===== src/rtl/coreuart_fifo_sync.sv =====
// rtl/coreuart_fifo_sync.sv - parametrised synchronous FIFO with thresholds; sticky error flags under COREUART_FIFO_ERR_FLAGS_EN
module coreuart_fifo_sync #(
    parameter int FIFO_WIDTH = 8,
    parameter int FIFO_DEPTH = 128,
    parameter int FIFO_BITS  = 7
) (
    input  logic                  clock,
    input  logic                  reset,
    input  logic [FIFO_WIDTH-1:0] data_in,
    input  logic                  write_n,
    input  logic                  read_n,
    input  logic [FIFO_BITS:0]    hi_level,
    input  logic [FIFO_BITS:0]    lo_level,
    input  logic                  err_clr,
    output logic [FIFO_WIDTH-1:0] data_out,
    output logic [FIFO_BITS:0]    count,
    output logic                  full,
    output logic                  empty,
    output logic                  half,
    output logic                  low,
    output logic                  overflow,
    output logic                  underflow
);

    // Pointers wrap explicitly at the last slot so non-power-of-two depths work.
    localparam logic [FIFO_BITS-1:0] LAST_PTR   = FIFO_BITS'(FIFO_DEPTH - 1);
    localparam logic [FIFO_BITS:0]   FULL_COUNT = (FIFO_BITS + 1)'(FIFO_DEPTH);

    logic [FIFO_WIDTH-1:0] mem_q [FIFO_DEPTH];

    logic [FIFO_BITS-1:0]  wr_ptr_q,   wr_ptr_d;
    logic [FIFO_BITS-1:0]  rd_ptr_q,   rd_ptr_d;
    logic [FIFO_BITS:0]    count_q,    count_d;
    logic [FIFO_WIDTH-1:0] data_out_q, data_out_d;

    logic rd_accept;
    logic wr_accept;

    assign count    = count_q;
    assign data_out = data_out_q;

    // Status flags are decoded from the registered count; thresholds act immediately.
    always_comb begin
        full  = (count_q == FULL_COUNT);
        empty = (count_q == '0);
        half  = (count_q >= hi_level);
        low   = (count_q <= lo_level);
    end

    // A write at full is still accepted when a read frees a slot in the same cycle.
    always_comb begin
        rd_accept = !read_n && !empty;
        wr_accept = !write_n && (!full || rd_accept);
    end

    // Next-state for pointers, occupancy and the registered read port.
    always_comb begin
        wr_ptr_d   = wr_ptr_q;
        rd_ptr_d   = rd_ptr_q;
        count_d    = count_q;
        data_out_d = data_out_q;
        if (wr_accept) begin
            wr_ptr_d = (wr_ptr_q == LAST_PTR) ? '0 : wr_ptr_q + 1'b1;
        end
        if (rd_accept) begin
            rd_ptr_d   = (rd_ptr_q == LAST_PTR) ? '0 : rd_ptr_q + 1'b1;
            data_out_d = mem_q[rd_ptr_q];
        end
        case ({wr_accept, rd_accept})
            2'b10:   count_d = count_q + 1'b1;
            2'b01:   count_d = count_q - 1'b1;
            default: count_d = count_q;
        endcase
    end

    // Control state registers with synchronous reset.
    always_ff @(posedge clock) begin
        if (reset) begin
            wr_ptr_q   <= '0;
            rd_ptr_q   <= '0;
            count_q    <= '0;
            data_out_q <= '0;
        end else begin
            wr_ptr_q   <= wr_ptr_d;
            rd_ptr_q   <= rd_ptr_d;
            count_q    <= count_d;
            data_out_q <= data_out_d;
        end
    end

    // Storage array; contents are deliberately not reset.
    always_ff @(posedge clock) begin
        if (!reset && wr_accept) begin
            mem_q[wr_ptr_q] <= data_in;
        end
    end

`ifdef COREUART_FIFO_ERR_FLAGS_EN
    logic overflow_q,  overflow_d;
    logic underflow_q, underflow_d;

    // Sticky error flags: a new rejection outranks err_clr in the same cycle.
    always_comb begin
        overflow_d  = overflow_q;
        underflow_d = underflow_q;
        if (err_clr) begin
            overflow_d  = 1'b0;
            underflow_d = 1'b0;
        end
        if (!write_n && !wr_accept) begin
            overflow_d = 1'b1;
        end
        if (!read_n && !rd_accept) begin
            underflow_d = 1'b1;
        end
    end

    // Error flag registers.
    always_ff @(posedge clock) begin
        if (reset) begin
            overflow_q  <= 1'b0;
            underflow_q <= 1'b0;
        end else begin
            overflow_q  <= overflow_d;
            underflow_q <= underflow_d;
        end
    end

    assign overflow  = overflow_q;
    assign underflow = underflow_q;
`else
    logic err_clr_unused;

    assign err_clr_unused = err_clr;
    assign overflow       = 1'b0;
    assign underflow      = 1'b0;
`endif

endmodule

===== config.mk =====
export PLATFORM = sky130hd
export DESIGN_NAME = coreuart_fifo_sync
export DESIGN_NICKNAME = d
export VERILOG_FILES = /design/src/rtl/coreuart_fifo_sync.sv
export SDC_FILE = /design/constraint.sdc
export NUM_CORES = 1
export LEC_CHECK = 0
export BUFFER_PORTS_ARGS = -buffer_cell sky130_fd_sc_hd__buf_2
export CAP_MARGIN = 30
export CORE_AREA = 3 3 258 260
export CTS_CLUSTER_DIAMETER = 30
export CTS_CLUSTER_SIZE = 30
export DETAILED_ROUTE_END_ITERATION = 10
export DIE_AREA = 0 0 261 263
export GPL_TIMING_DRIVEN = 1
export HOLD_SLACK_MARGIN = 0.03
export PLACE_DENSITY = 0.81
export SLEW_MARGIN = 5
export SYNTH_ARGS = -nofsm -noshare
export SYNTH_HDL_FRONTEND = slang
export SYNTH_SLANG_ARGS = --single-unit

===== constraint.sdc =====
create_clock -name clock -period 8.6 [get_ports clock]
set_clock_uncertainty 0.15 [all_clocks]
set_input_delay 1.72 -clock clock [delete_from_list [all_inputs] [get_ports clock]]
set_output_delay 1.72 -clock clock [all_outputs]
set_load 0.01 [all_outputs]

After elaboration in Yosys (flattened, before gate mapping)
Memories as Yosys holds them, arrays and structs flattened. A register that Yosys moved wholly into a read port is not among the register bits.
Index checks and enable logic that the tools add are counted.

storage, ports and cells
  bits in registers = 22
  latch bits = 0
  RAM bits = 1,024
  bits in read-only memories = 0
  bits of input ports = 29
  output and inout port bits = 22
  memories kept = 1

memories
  name   depth  width  read ports  clocked after memory_dff  wr ports  line  text
  mem_q  128    8      1           1                         1         29    logic [FIFO_WIDTH-1:0] mem_q [FIFO_DEPTH];

cells by class
  add/subtract/negate cells = 4
  multipliers = 0
  div/mod/pow operators = 0
  $lt $le $gt $ge = 2
  equal/unequal tests = 5
  shift operators = 0
  mux-type cells = 5
  bitwise operators = 0
  reductions and logical operators = 11

operators by type and width
  cell                 count
  $pmux 8 s2           1
  $add 7x1->7 const B  2
  $eq 7x7->1 const B   2
  $mux 7               2
  $add 8x1->8 const B  1
  $eq 8x8->1 const B   1
  $ge 8x8->1           1
  $le 8x8->1           1
  $logic_not 8->1      1
  $sub 8x1->8 const B  1
  $logic_not 1->1      5
  $logic_and 1x1->1    3
  $eq 2x1->1 const B   1
  $eq 2x2->1 const B   1
  $mux 1               2
  $reduce_bool 2->1    1
  $logic_or 1x1->1     1

Longest topological paths before layout
Gate-level depths: netlist of the first run.

  depth in word-level cells = 8
  gate-level depth with buffers = 13

Least setup slack after synthesis of the first run
Ideal clock, no wire load.

  path kind = input to output
  start point = input hi_level[0]
  end point = output half
  arrival = 3.027 ns
  data required time = 6.730 ns
  slack = 3.703 ns
  stages = 8
  path buffers = 0
  cell sequence = ha_1 nand2b_1 a21o_1 a21o_1 a21o_1 a21o_1 a21oi_1 o21ai_0

on the way
  word-level cells in the longest chain between the ends = 1

ends and longest elaborated chain
  item             line  text
  start, declared  12    input logic [FIFO_BITS:0] hi_level,
  $ge 8x8->1       46    half = (count_q >= hi_level);
  end, declared    19    output logic half,

Every way passes these cells.

Worst setup path in the final report of the first run
Ends and elaborated chain as after synthesis.

==> flow_summary.ini, run 1 <==
[run_status]
run_status = finished clean

[synth]
synthFlopType = sky130_fd_sc_hd__edfxtp_1
synthesis_stage_register_bit_count = 1054
async_flop_share = 0
postSynthAreaPerCell_um2 = 20.8
yosysSeqAreaShare = 0.753
yosys.cell_types.count = 56
yosysTopAreaCellShare = 0.738
synthTopCellsByCount = sky130_fd_sc_hd__edfxtp_1 (1024), sky130_fd_sc_hd__mux4_2 (285), sky130_fd_sc_hd__nor2_1 (174)
synth_enable_flop_cells = 1024
main_area_contributors_after_synthesis = sky130_fd_sc_hd__edfxtp_1 (74%), sky130_fd_sc_hd__mux4_2 (15%), sky130_fd_sc_hd__nor2_1 (1.6%)
netlist.top_cell.by_area = sky130_fd_sc_hd__edfxtp_1
postSynthCellCount = 2006
synthesis.area_um2 = 41700
ys_warn_count = 0
synthMostInstantiatedCell = sky130_fd_sc_hd__edfxtp_1

[finish]
count_of_antenna_diodes_in_the_layout = 0
layout.nets = 2190
final_core_util = 0.747
drive_above_1_share = 0.283
synthToLayoutAreaGrowth_pct = 15.5

[timing]
period_share = 0.605
relSlewSlack = 0.308
final.setup.worst_slack_ns = 3.40
setup_tns_ns = 0
finalCriticalPeriod_ns = 5.20
timing_max_transition_violations_final = 0
final_hold_vio_count = 0
timing.fmax_ghz = 0.192
max_slew.worst_pin.slew_ns = 1.01
setup_viol_count_final = 0
grt_setup_unrepaired = false
finalHoldWorstSlack_ns = 0.401

[place]
place_worst_setup_slack_ns = 3.37
numPortBuffers = 47
dp_hpwl_mm = 51.7
gp_congestion = 0.850

[clocking]
cts.path.max_buffers = 3
clock_latency_on_the_worst_skew_pair_ns = 0.75
cts_num_sinks = 1054
cts_root_buf = sky130_fd_sc_hd__clkbuf_16
cts_post_setup_buffers_inserted = 0
tritoncts = yes
cts_inserted_buffers = 158
postCtsHoldBufs = 0
postCtsResizedCells = 0
cts.clk_slew.worst_paths_ns = 0.05
cts_max_level = 4

[setup_path]
critical_path.max_fanout = 1
timing.critical_path.required_ns = 6.73
cp_data_arrival_time_ns = 3.33
worstSetupEndpointType = primary output
worstSetupStartpointType = input pin
path_class = in2out

[flow_run]
max_cap_violations = 0

[die]
fp.dieW_um = 261
i_o_pin_count = 51
site_rows = 93
total_die_area_um2 = 68600
core_area_um2 = 64300
die_height_um = 263
initial_utilization = 0.647

[global_routing]
grt_start_max_net_pins = 109
grt_antenna_before_repair = 1
global_route.usage.total = 0.320
overflow = 0
grt_pass1_vias = 22847
grt_pass1_wl_mm = 157

[route]
routed_wl_mm = 107
detail_route.wl_per_cell_um = 34.3
vias = 22166
drt_iter0_markers = 3751
drt_first_pass_iters = 8
drc_errors = 0
postRouteAntennaNets = 0
route.detailed.vias_per_inst = 7.10

[worst_hold_path]
holdCritPathClass = reg2reg

[pwr]
pwr_density_cell_nw_per_um2 = 296
power_leakage_nw = 15.2
vdd.ir_drop.worst_mv = 0.171
[sequential cells by signal, indices dropped and copies added, names as in the netlist]
name and cells:
mem_q 1024, count 8, data_out 8, rd_ptr_q 7, wr_ptr_q 7
[area by class of cell]
| class | instances | area [um2] |
|---|---|---|
| clock buffer | 181 | 4170 |
| timing repair buffer | 81 | 592 |
| clock inverter | 112 | 1180 |
| fill | 3060 | 16200 |
| multi-input combinational | 817 | 9630 |
| inverter | 24 | 91.3 |
| tap | 855 | 1070 |
| sequential | 1054 | 31400 |
[kinds of logic after synthesis]
group	after synthesis	share of synthesized area
other cells	1	0.0000900
flops	1054	0.753
fa+ha+maj	25	0.00769
compound gates	123	0.0199
simple gates	322	0.0329
buf+inv	136	0.0168
xor+xnor	12	0.00252
mux	333	0.168
[metal layers]
metal	vias up	track usage	part of all wire
met5	-	0	0
li1	8584	-	-
met4	0	0.158	0.056
met1	11199	0.443	0.34
met3	433	0.0905	0.13
met2	1950	0.479	0.47
[path summary, 6_finish.rpt]
check / from / endpoint / slack, ns / cells after the start
min reg2reg: count[5] / count[5] / 0.40 / 2
max: hi_level[0] / half / 3.40 / 10
max reg2reg: rd_ptr_q[1] / data_out[7] / 3.90 / 7
min: count[5] / count[5] / 0.40 / 2
[report_power, final]
group	switching [W]	internal, W
Sequential	0.000105	0.00568
Combinational	0.00107	0.000902
Clock	0.00239	0.00410
Total	0.00357	0.0107
[worst max-delay path, cell delays in order]
cell,delay [ns]
sky130_fd_sc_hd__buf_2,0.10
sky130_fd_sc_hd__ha_1,0.27
sky130_fd_sc_hd__nand2b_1,0.14
sky130_fd_sc_hd__a21o_1,0.18
sky130_fd_sc_hd__a21o_1,0.17
sky130_fd_sc_hd__a21o_1,0.17
sky130_fd_sc_hd__a21o_1,0.20
sky130_fd_sc_hd__a21oi_1,0.15
sky130_fd_sc_hd__o21ai_0,0.09
sky130_fd_sc_hd__buf_2,0.14
[cells in the final DEF (no fill, tap or decap), drive strengths merged, types with 30 or more instances in the layout]
master  Yosys  layout
clkbuf     52     182
clkinv      0      61
nand2      68      68
inv        24      46
nor2      174     174
dfxtp      30      30
buf        60      80
edfxtp   1024    1024
mux2i      30      30
mux4      289     289
[metrics by stage]
stage,cell area [um2],power (W),cells
5_1_grt,48100,0.0146,3124
4_1_cts,48000,0.0142,3119
3_5_place_dp,42700,0.00773,2826
2_1_floorplan,41700,0.00722,2007
3_3_place_gp,42600,0.00768,2825
6_report,48100,0.0143,3124
(Power assumes the default switching activity.)
==> inputs of run 2 (changes only) <==
Settings changed: CORE_AREA 3 3 258 260 to 3 3 275 277, DIE_AREA 0 0 261 263 to 0 0 278 280, PLACE_DENSITY 0.81 to 0.75.
Clock period 8.6 ns to 4.3 ns, I/O delays scaled along.
==> run 2 against run 1 <==
Combinational power rose by 100%. Utilization fell by 7.5 points. Worst setup slack got worse by 2.9 ns. Register-to-register slack got worse by 3.1 ns. Cell count rose by 5.6%. Design area rose by 2.2%. Hold slack got worse by 0.069 ns. Total power rose by 100%. Sequential cell count did not move.
==> flow_summary.ini, run 2 (synthesized netlist as in run 1, its figures left out) <==
[timing]
max_slew.worst_pin.slew_ns = 0.972
grt_setup_unrepaired = false
relSlewSlack = 0.350
setup_viol_count_final = 0
setup_tns_ns = 0
timing.fmax_ghz = 0.264
final_hold_vio_count = 0
timing_max_transition_violations_final = 0
period_share = 0.880
finalCriticalPeriod_ns = 3.78

[run_status]
run_status = finished clean

[flow_run]
max_cap_violations = 0

[route]
postRouteAntennaNets = 0
detail_route.wl_per_cell_um = 29.1
vias = 21087
drt_first_pass_iters = 6
drt_iter0_markers = 2595
drc_errors = 0
route.detailed.vias_per_inst = 6.39
routed_wl_mm = 96.1

[die]
die_height_um = 280
i_o_pin_count = 51
fp.dieW_um = 278
initial_utilization = 0.570
core_area_um2 = 73100
site_rows = 99
total_die_area_um2 = 77800

[setup_path]
r2r_end = mem_q[80][0]
regToRegSetupSlack_ns = 0.85
timing.critical_path.required_ns = 3.29
path_class = reg2out
worstSetupStartpointType = flop
critical_path.max_fanout = 4
reg2reg_from = count[5]
cp_data_arrival_time_ns = 2.77
worst-r2r-cell-count = 8
worstSetupEndpointType = primary output

[finish]
layout.cells.non_filler = 3298
drive_above_1_share = 0.309
most_frequent_cells_in_the_layout = sky130_fd_sc_hd__edfxtp_1 (1024), sky130_fd_sc_hd__mux4_2 (285), sky130_fd_sc_hd__nor2_1 (174)
largest_register_ffs = 1024
layout.nets = 2262
layout.cells.most_common = sky130_fd_sc_hd__edfxtp_1
count_of_antenna_diodes_in_the_layout = 0
regMostFlops = mem_q
design_area_um2 = 49200
synthToLayoutAreaGrowth_pct = 18.0

[clocking]
cts.path.max_buffers = 3
postCtsResizedCells = 0
postCtsHoldBufs = 0
tritoncts = yes
cts.clk_slew.worst_paths_ns = 0.06
cts_post_setup_buffers_inserted = 0
cts_num_sinks = 1054
cts_inserted_buffers = 159
clock_latency_on_the_worst_skew_pair_ns = 0.73
cts_max_level = 4
cts_root_buf = sky130_fd_sc_hd__clkbuf_16

[pwr]
report.power.total_w = 0.0286
vdd.ir_drop.worst_mv = 0.321
pwr_density_cell_nw_per_um2 = 582
power_leakage_nw = 15.6

[place]
gp_congestion = 0.904
numPortBuffers = 47
dp_hpwl_mm = 55.3
placed_cells = 3004
dpl-instance-area_um2 = 43500

[global_routing]
grt_start_max_net_pins = 129
grt_pass1_wl_mm = 144
global_route.usage.total = 0.253
grt_antenna_before_repair = 0
overflow = 0
grt_pass1_vias = 21887

[worst_hold_path]
whs_path_depth = 1
min_delay_worst_endpoint = mem_q[100][3]
min-delay-start = data_in[3]
holdCritPathClass = in2reg
[run 2: cell type report]
class / count / area [um2]
fillers: 4320 / 23900
inverters: 24 / 91.3
clock inverters: 113 / 1430
multi-input cells: 817 / 9620
clock buffers: 179 / 4140
well taps: 959 / 1200
flip-flops and latches: 1054 / 31400
repair buffers: 152 / 1310
[run 2: layer usage]
layer,up-vias,wire length (um),track usage
met4,0,2980,0.0875
met3,202,8690,0.0602
li1,8720,-,-
met1,10966,36600,0.346
met2,1199,47800,0.409
met5,-,0,0
[run 2: where the power goes]
part	internal [W]	switching [W]	total (W)
Sequential	0.0114	0.000168	0.0115
Combinational	0.00190	0.00207	0.00397
Clock	0.00826	0.00485	0.0131
[run 2: worst max-delay path, stage by stage (launching register included)]
cell                       delay (ns)
sky130_fd_sc_hd__dfxtp_1         0.39
sky130_fd_sc_hd__inv_1           0.14
sky130_fd_sc_hd__ha_1            0.28
sky130_fd_sc_hd__nand2b_1        0.14
sky130_fd_sc_hd__a21o_1          0.17
sky130_fd_sc_hd__a21o_1          0.18
sky130_fd_sc_hd__a21o_1          0.17
sky130_fd_sc_hd__a21o_1          0.18
sky130_fd_sc_hd__a21oi_1         0.13
sky130_fd_sc_hd__o21ai_0         0.10
sky130_fd_sc_hd__buf_2           0.15
[run 2: worst max-delay path by stage]
stage	startpoint	end	slack, ns
2_1_floorplan	read_n	count[6]	1.04
5_1_grt	count[0]	half	0.34
3_3_place_gp	read_n	mem_q[96][0]	0.68
3_5_place_dp	read_n	mem_q[96][6]	0.67
4_1_cts	count[0]	half	0.50
6_report	count[0]	half	0.52
[run 2: per-stage QoR]
step	setup slack, ns	utilization	hold WS [ns]
finish	0.516	0.673	0.333
floorplan	1.04	-	0.377
global route	0.339	0.673	0.318
detailed placement	0.668	0.596	0.350
CTS	0.496	0.672	0.355
global placement	0.681	0.594	0.328
